===== config.mk =====
export PLATFORM = sky130hd
export DESIGN_NAME = iter_divider
export DESIGN_NICKNAME = d
export VERILOG_FILES = /design/src/rtl/mdu_pkg.sv /design/src/rtl/div_step.sv /design/src/rtl/iter_divider.sv
export SDC_FILE = /design/constraint.sdc
export NUM_CORES = 1
export LEC_CHECK = 0
export CAP_MARGIN = 25
export CORE_ASPECT_RATIO = 0.7
export CORE_MARGIN = 5
export CORE_UTILIZATION = 33
export DETAILED_ROUTE_END_ITERATION = 8
export PLACE_DENSITY = 0.52
export RECOVER_POWER = 50
export SYNTH_ARGS = -nofsm -noshare
export SYNTH_HDL_FRONTEND = slang
export SYNTH_SLANG_ARGS = --single-unit

===== constraint.sdc =====
create_clock -name clk -period 13.9 [get_ports clk]
set_input_delay 2.78 -clock clk [delete_from_list [all_inputs] [get_ports clk]]
set_output_delay 2.78 -clock clk [all_outputs]
set_load 0.05 [all_outputs]

===== src/rtl/mdu_pkg.sv =====
// Shared MDU types: divider opcodes, divider FSM states and a two's-complement helper.
package mdu_pkg;

    localparam int MAX_WIDTH = 64;

    typedef enum logic [1:0] {
        DIV  = 2'b00,
        DIVU = 2'b01,
        REM  = 2'b10,
        REMU = 2'b11
    } div_op_e;

    typedef enum logic [1:0] {
        IDLE = 2'd0,
        CALC = 2'd1,
        DONE = 2'd2
    } div_state_e;

    // Callers zero-extend into MAX_WIDTH and truncate the result back;
    // the low bits of a wide negate equal the narrow negate.
    function automatic logic [MAX_WIDTH-1:0] abs_twos(input logic [MAX_WIDTH-1:0] value,
                                                      input logic negate);
        return negate ? (~value + MAX_WIDTH'(1)) : value;
    endfunction

endpackage


===== src/rtl/div_step.sv =====
// One restoring division step: shift in a dividend bit, trial-subtract, keep if non-negative.
module div_step #(
    parameter int WIDTH = 32
) (
    input  logic [WIDTH:0]   rem_in,
    input  logic             dividend_bit,
    input  logic [WIDTH-1:0] divisor,
    output logic [WIDTH:0]   rem_out,
    output logic             q_bit
);

    logic [WIDTH+1:0] shifted;
    logic [WIDTH+1:0] trial;

    always_comb begin
        shifted = {rem_in, dividend_bit};
        trial   = shifted - {2'b00, divisor};
        q_bit   = ~trial[WIDTH+1];
        rem_out = q_bit ? trial[WIDTH:0] : shifted[WIDTH:0];
    end

endmodule


===== src/rtl/iter_divider.sv =====
// Iterative RISC-V DIV/DIVU/REM/REMU unit with valid/ready handshakes, tag passthrough,
// one-cycle fast path for divide-by-zero / signed overflow, and flush.
//
//   state | meaning
//   IDLE  | waiting for a request, req_ready high unless flushing
//   CALC  | BITS_PER_CYCLE restoring steps per cycle on |a| / |b|
//   DONE  | result held on rsp_data/rsp_tag until rsp_ready
module iter_divider
    import mdu_pkg::*;
#(
    parameter int WIDTH          = 32,
    parameter int BITS_PER_CYCLE = 1,
    parameter int TAG_WIDTH      = 5
) (
    input  logic                 clk,
    input  logic                 rst,
    input  logic                 flush,
    input  logic                 req_valid,
    output logic                 req_ready,
    input  logic [1:0]           req_opcode,
    input  logic [WIDTH-1:0]     req_a,
    input  logic [WIDTH-1:0]     req_b,
    input  logic [TAG_WIDTH-1:0] req_tag,
    output logic                 rsp_valid,
    input  logic                 rsp_ready,
    output logic [WIDTH-1:0]     rsp_data,
    output logic [TAG_WIDTH-1:0] rsp_tag,
    output logic                 busy
);

    localparam int STEPS = WIDTH / BITS_PER_CYCLE;
    localparam int CNT_W = (STEPS > 1) ? $clog2(STEPS) : 1;

    if (WIDTH % BITS_PER_CYCLE != 0) begin : g_bad_bpc
        $error("iter_divider: WIDTH must be a multiple of BITS_PER_CYCLE");
    end
    if (WIDTH > MAX_WIDTH || WIDTH < 8) begin : g_bad_width
        $error("iter_divider: WIDTH out of supported range");
    end

    div_state_e           state;
    logic [WIDTH:0]       rem_q;
    logic [WIDTH-1:0]     quo_q;
    logic [WIDTH-1:0]     divisor_q;
    logic [CNT_W-1:0]     cnt;
    logic                 q_neg_q;
    logic                 r_neg_q;
    logic                 is_rem_q;

    div_op_e              op;
    logic                 op_unsigned;
    logic                 op_rem;
    logic                 a_neg;
    logic                 b_neg;
    logic                 div_zero;
    logic                 sgn_ovf;
    logic [WIDTH-1:0]     abs_a;
    logic [WIDTH-1:0]     abs_b;

    logic [WIDTH:0]            rem_chain [BITS_PER_CYCLE+1];
    logic [BITS_PER_CYCLE-1:0] q_bits;
    logic [WIDTH-1:0]          quo_next;
    logic [WIDTH:0]            rem_next;
    logic [WIDTH-1:0]          final_data;

    assign op          = div_op_e'(req_opcode);
    assign op_unsigned = (op == DIVU) || (op == REMU);
    assign op_rem      = (op == REM) || (op == REMU);
    assign a_neg       = ~op_unsigned & req_a[WIDTH-1];
    assign b_neg       = ~op_unsigned & req_b[WIDTH-1];
    assign div_zero    = (req_b == '0);
    assign sgn_ovf     = ~op_unsigned && (req_a == {1'b1, {(WIDTH-1){1'b0}}}) && (req_b == '1);
    assign abs_a       = WIDTH'(abs_twos(MAX_WIDTH'(req_a), a_neg));
    assign abs_b       = WIDTH'(abs_twos(MAX_WIDTH'(req_b), b_neg));

    assign req_ready = (state == IDLE) & ~flush;
    assign busy      = (state != IDLE);

    // The dividend lives in quo_q and is shifted out MSB-first as quotient bits shift in.
    assign rem_chain[0] = rem_q;
    for (genvar i = 0; i < BITS_PER_CYCLE; i++) begin : g_step
        div_step #(.WIDTH(WIDTH)) u_step (
            .rem_in       (rem_chain[i]),
            .dividend_bit (quo_q[WIDTH-1-i]),
            .divisor      (divisor_q),
            .rem_out      (rem_chain[i+1]),
            .q_bit        (q_bits[BITS_PER_CYCLE-1-i])
        );
    end

    assign rem_next   = rem_chain[BITS_PER_CYCLE];
    assign quo_next   = {quo_q[WIDTH-1-BITS_PER_CYCLE:0], q_bits};
    assign final_data = is_rem_q
        ? WIDTH'(abs_twos(MAX_WIDTH'(rem_next[WIDTH-1:0]), r_neg_q))
        : WIDTH'(abs_twos(MAX_WIDTH'(quo_next), q_neg_q));

    always_ff @(posedge clk) begin
        if (rst) begin
            state     <= IDLE;
            rsp_valid <= 1'b0;
            rsp_data  <= '0;
            rsp_tag   <= '0;
            cnt       <= '0;
            rem_q     <= '0;
            quo_q     <= '0;
            divisor_q <= '0;
            q_neg_q   <= 1'b0;
            r_neg_q   <= 1'b0;
            is_rem_q  <= 1'b0;
        end else if (flush) begin
            state     <= IDLE;
            rsp_valid <= 1'b0;
            cnt       <= '0;
        end else begin
            case (state)
                IDLE: begin
                    if (req_valid) begin
                        rsp_tag <= req_tag;
                        cnt     <= '0;
                        if (div_zero) begin
                            rsp_data  <= op_rem ? req_a : '1;
                            rsp_valid <= 1'b1;
                            state     <= DONE;
                        end else if (sgn_ovf) begin
                            rsp_data  <= op_rem ? '0 : req_a;
                            rsp_valid <= 1'b1;
                            state     <= DONE;
                        end else begin
                            rem_q     <= '0;
                            quo_q     <= abs_a;
                            divisor_q <= abs_b;
                            q_neg_q   <= a_neg ^ b_neg;
                            r_neg_q   <= a_neg;
                            is_rem_q  <= op_rem;
                            state     <= CALC;
                        end
                    end
                end
                CALC: begin
                    rem_q <= rem_next;
                    quo_q <= quo_next;
                    if (cnt == CNT_W'(STEPS-1)) begin
                        cnt       <= '0;
                        rsp_data  <= final_data;
                        rsp_valid <= 1'b1;
                        state     <= DONE;
                    end else begin
                        cnt <= cnt + CNT_W'(1);
                    end
                end
                DONE: begin
                    if (rsp_ready) begin
                        rsp_valid <= 1'b0;
                        state     <= IDLE;
                    end
                end
                default: begin
                    rsp_valid <= 1'b0;
                    state     <= IDLE;
                end
            endcase
        end
    end

endmodule


==> results by group <==
Clock tree
  – Number of buffers between clock root and the deepest sink: 2
  – Setup Fix Bufs, Post-CTS: 0
  – Number of hold-repair buffers added at the cts stage: 0
  – Number of buffers inserted during clock tree synthesis: 17
  – Number of sinks on the clock net: 145
  – CTS Root Buffer Type: sky130_fd_sc_hd__clkbuf_16
  – Post-cts sizing count: 0
  – Clock latency on the worst-skew pair: about 450 ps
  – Number of H-tree branching levels: 4
  – TritonCTS clock tree: yes
  – Clock transition at the register clock pins on the worst setup and hold paths after CTS: ~60 ps

Drt
  – Routed len/inst: ~20 um
  – Post-DR vias/cell: 5.71
  – Overall routed net length: ~42000 um
  – Total via count in the routed design: 12100
  – First-pass detailed-route iteration total: 6
  – Antenna viol nets, final: 0
  – Count of routing violations after the opening detailed-route iteration: 1199
  – Residual DRC: 0

Die
  – Horizontal die dimension: approximately 230 um
  – Chip height: between 150 and 200 um
  – Row cnt: 57
  – Core footprint: 34600 um^2
  – IO Pins: roughly 120
  – Initial core utilization: 33.3%
  – Area of the die: between 30000 and 40000 um^2

Finish
  – Count of antenna diodes in the layout: 0
  – Share of final-layout standard cells stronger than drive strength 1: 4.78%
  – End-of-flow core utilization: between 30% and 40%
  – Final net count: between 1500 and 2000
  – Total non-filler cell area in the finished layout: ~14000 um^2
  – Fillcell total: between 3000 and 4000
  – Area Growth Syn to Fin: 17.6%
  – Post-layout instance count excluding filler cells: 2125
  – Area of the multi-input gates: ~8000 um^2
  – Flip-flop and latch area: 2900 um^2

Logic synthesis
  – Yosys warns: 0
  – Combined area of all synthesized cells: between 10000 and 15000 um^2
  – Fraction of registers with async set or reset after synthesis: 0%
  – Sequential share of the synthesized area: 25.2%
  – Post-synth cell types: 85
  – Post-synth EDFFs: 0
  – Mean post-synth cell area: 7.25 um^2
  – Top_reg_cell synth: sky130_fd_sc_hd__dfxtp_1
  – Post-Syn Nets: 1706
  – Number of synthesized register bits: 145
  – Post-Syn Instances: approximately 1600

Worst hold path
  – Hold crit path type: reg2reg
  – Hold Path Sink: rsp_data[2]
  – Hold path startpoint: rsp_data[2]
  – Number of cells on the worst hold path: 2

Worst setup path
  – Cell family contributing the most delay on the critical path: buffers and inverters
  – Crit end category: register
  – Worst endpoint data arrival time: slightly below 8000 ps
  – Startpoint types: input pin
  – Reg-to-reg slack, setup: 7600 ps
  – End of the worst register-to-register path: rsp_data[28]
  – Data required time at the worst endpoint: about 14000 ps
  – Cell seen most often among critical-path stages: sky130_fd_sc_hd__clkbuf_1
  – Cells along the critical path: clkbuf_1 -> clkbuf_1 -> nor2_1
  – Worst r2r src: divisor_q[1]
  – Depth of the worst register-to-register path: 21
  – Maximum fanout along the worst path: 74
  – Critical path class: in2reg
  – Slowest cell delay on critical path: 2650 ps
  – Slowest library cell on the worst path: sky130_fd_sc_hd__clkbuf_1
  – Worst path buffer plus inverter count: 2

STA
  – Portion of the clock cycle consumed by the worst path in the final layout: between 50% and 60%
  – Hold Violations, Final: 0
  – Final number of max-transition violations: 130
  – Final total negative setup slack: 0 ps
  – Final-report setup violation count: 0
  – Final min period: 7560 ps
  – Rel. slew slack: -159%
  – Transition time of the tightest slew-check pin: 3880 ps
  – FMAX: roughly 130 MHz
  – Setup repair after global routing missed its margin: false
  – Final Skew: 12.8 ps

Pwr
  – Leak pwr: roughly 5.1 nW
  – Power per unit of standard cell area: a little under 90 nW/um^2
  – Total power of the final layout: ~1.2 mW
  – Worst ir drop on vdd: approximately 0.064 mV

Placed design
  – Post-Place Cell Area: roughly 13000 um^2
  – Post-placement cell count: between 2000 and 2500
  – Estimated wirelength of the detail-placed design: around 32000 um
  – Port Buffers: 115
  – Gpl congestion: just over 0.9

Flow run
  – Max-cap violations: 2

Global routing
  – Number of global-route vias before repair: 11200
  – Overflow left after global routing: 0
  – Global-route wire length before repair: around 66000 um
  – Number of antenna violations at the first check in global routing: 1
  – Largest net degree at the start of global routing: between 90 and 100
  – Overall routing resource usage: 21.2%

Outcome
  – Outcome: finished with violations
  – Failing checks: capacitance limit, slew limit
worst reg2reg max path, delay by kind of cell (launching register included):
kind	cells	cell delay, ps
AO/OA/AOI/OAI	8	1930
XOR/XNOR	1	190
adder cells (fa/ha/maj)	2	530
buffers and inverters	4	740
flip-flops	1	350
multiplexers	1	250
AND/OR/NAND/NOR	5	2040
metrics by stage:
stage | setup WS [ps] | hold slack (ps)
after floorplan | 7670 | 436
after global placement | 6750 | 441
final | 6340 | 453
after CTS | 6770 | 460
after global routing | 5990 | 480
after detailed placement | 6730 | 452
layer usage:
| layer | global-route usage [%] | vias up | wire length (um) |
|---|---|---|---|
| li1 | - | 5877 | - |
| met1 | 34.1 | 5800 | 22100 |
| met2 | 28.7 | 416 | 16600 |
| met3 | 3.35 | 37 | 2680 |
| met4 | 5.54 | 0 | 588 |
| met5 | 0 | - | 0 |
cell families (layout without fill, tap and decap cells):
family,after synthesis,in the layout,synth area share [%]
mux,36,36,3.23
buf+inv,157,220,5.45
simple gates,562,562,22.7
fa+ha+maj,41,41,4.50
compound gates,514,514,28.7
flops,145,145,25.2
xor+xnor,135,135,10.3
power breakdown:
part / total (mW) / switching [mW] / internal (mW)
Sequential: 0.444 / 0.0146 / 0.430
Combinational: 0.299 / 0.188 / 0.111
Clock: 0.444 / 0.186 / 0.258
layout by cell type (no fill, tap or decap), types with 5 or more instances in the layout:
cell type,instances
sky130_fd_sc_hd__o211ai_1,15
sky130_fd_sc_hd__nor3b_1,8
sky130_fd_sc_hd__and3_1,9
sky130_fd_sc_hd__and2_1,7
sky130_fd_sc_hd__o31ai_1,33
sky130_fd_sc_hd__nand2_1,123
sky130_fd_sc_hd__ha_1,39
sky130_fd_sc_hd__or2_2,6
sky130_fd_sc_hd__a22oi_1,30
sky130_fd_sc_hd__clkbuf_1,7
sky130_fd_sc_hd__nand4_1,16
sky130_fd_sc_hd__o21a_1,6
sky130_fd_sc_hd__nor2b_1,5
sky130_fd_sc_hd__nor2_1,245
sky130_fd_sc_hd__nand3_1,17
sky130_fd_sc_hd__o22ai_1,9
sky130_fd_sc_hd__a21oi_1,150
sky130_fd_sc_hd__buf_4,16
sky130_fd_sc_hd__o41ai_1,10
sky130_fd_sc_hd__nor3_1,48
sky130_fd_sc_hd__nand2b_1,11
sky130_fd_sc_hd__clkbuf_16,17
sky130_fd_sc_hd__dfxtp_1,145
sky130_fd_sc_hd__a31oi_1,18
sky130_fd_sc_hd__nor4_1,19
sky130_fd_sc_hd__a211oi_1,77
sky130_fd_sc_hd__inv_1,56
sky130_fd_sc_hd__mux2_2,5
sky130_fd_sc_hd__a21o_1,9
sky130_fd_sc_hd__or3_1,13
sky130_fd_sc_hd__o21ai_1,5
sky130_fd_sc_hd__mux2i_1,29
sky130_fd_sc_hd__or4_1,10
sky130_fd_sc_hd__xor2_1,65
sky130_fd_sc_hd__o21ai_0,96
sky130_fd_sc_hd__xnor2_1,70
sky130_fd_sc_hd__a211o_1,5
sky130_fd_sc_hd__dlygate4sd3_1,41
sky130_fd_sc_hd__clkdlybuf4s50_1,73
state kept, by name, indices dropped and copies added (netlist names):
name	count
rem_q	33
state	2
rsp_tag	5
is_rem_q	1
rsp_data	32
divisor_q	32
rsp_valid	1
cnt	5
q_neg_q	1
r_neg_q	1
quo_q	32
final cells by class:
| type | instances | share of cell area (%) |
|---|---|---|
| Sequential cell | 145 | 21.4 |
| Timing Repair Buffer | 133 | 9.47 |
| Inverter | 57 | 1.60 |
| Clock inverter | 5 | 0.406 |
| Clock buffer | 25 | 3.58 |
| Tap cell | 472 | 4.36 |
| Multi-Input combinational cell | 1288 | 59.2 |
worst max-delay path by stage:
stage	from	end	depth (start not counted)
finish	rst	rsp_tag[4]	3
detailed placement	req_b[17]	rsp_data[14]	11
CTS	flush	req_ready	4
global placement	req_b[17]	rsp_data[20]	11
global route	rst	divisor_q[10]	3
floorplan	flush	req_ready	1
synth_stat cells, drive strengths merged, types with 17 or more instances:
cell type / number / share of area (%)
nor4: 21 / 1.3
clkbuf: 83 / 2.7
a31oi: 18 / 0.98
a21oi: 154 / 6.8
xor2: 65 / 4.9
o31ai: 33 / 2.2
buf: 17 / 0.87
ha: 39 / 4.2
nand3: 17 / 0.74
o21ai: 104 / 4.6
nor2: 248 / 8.2
inv: 57 / 1.9
nand2: 124 / 4.1
nor3: 51 / 2.4
a22oi: 30 / 2.0
mux2i: 30 / 2.6
xnor2: 70 / 5.3
a211oi: 78 / 5.1
dfxtp: 145 / 25
Note: power is estimated with default switching activity, not from simulation.
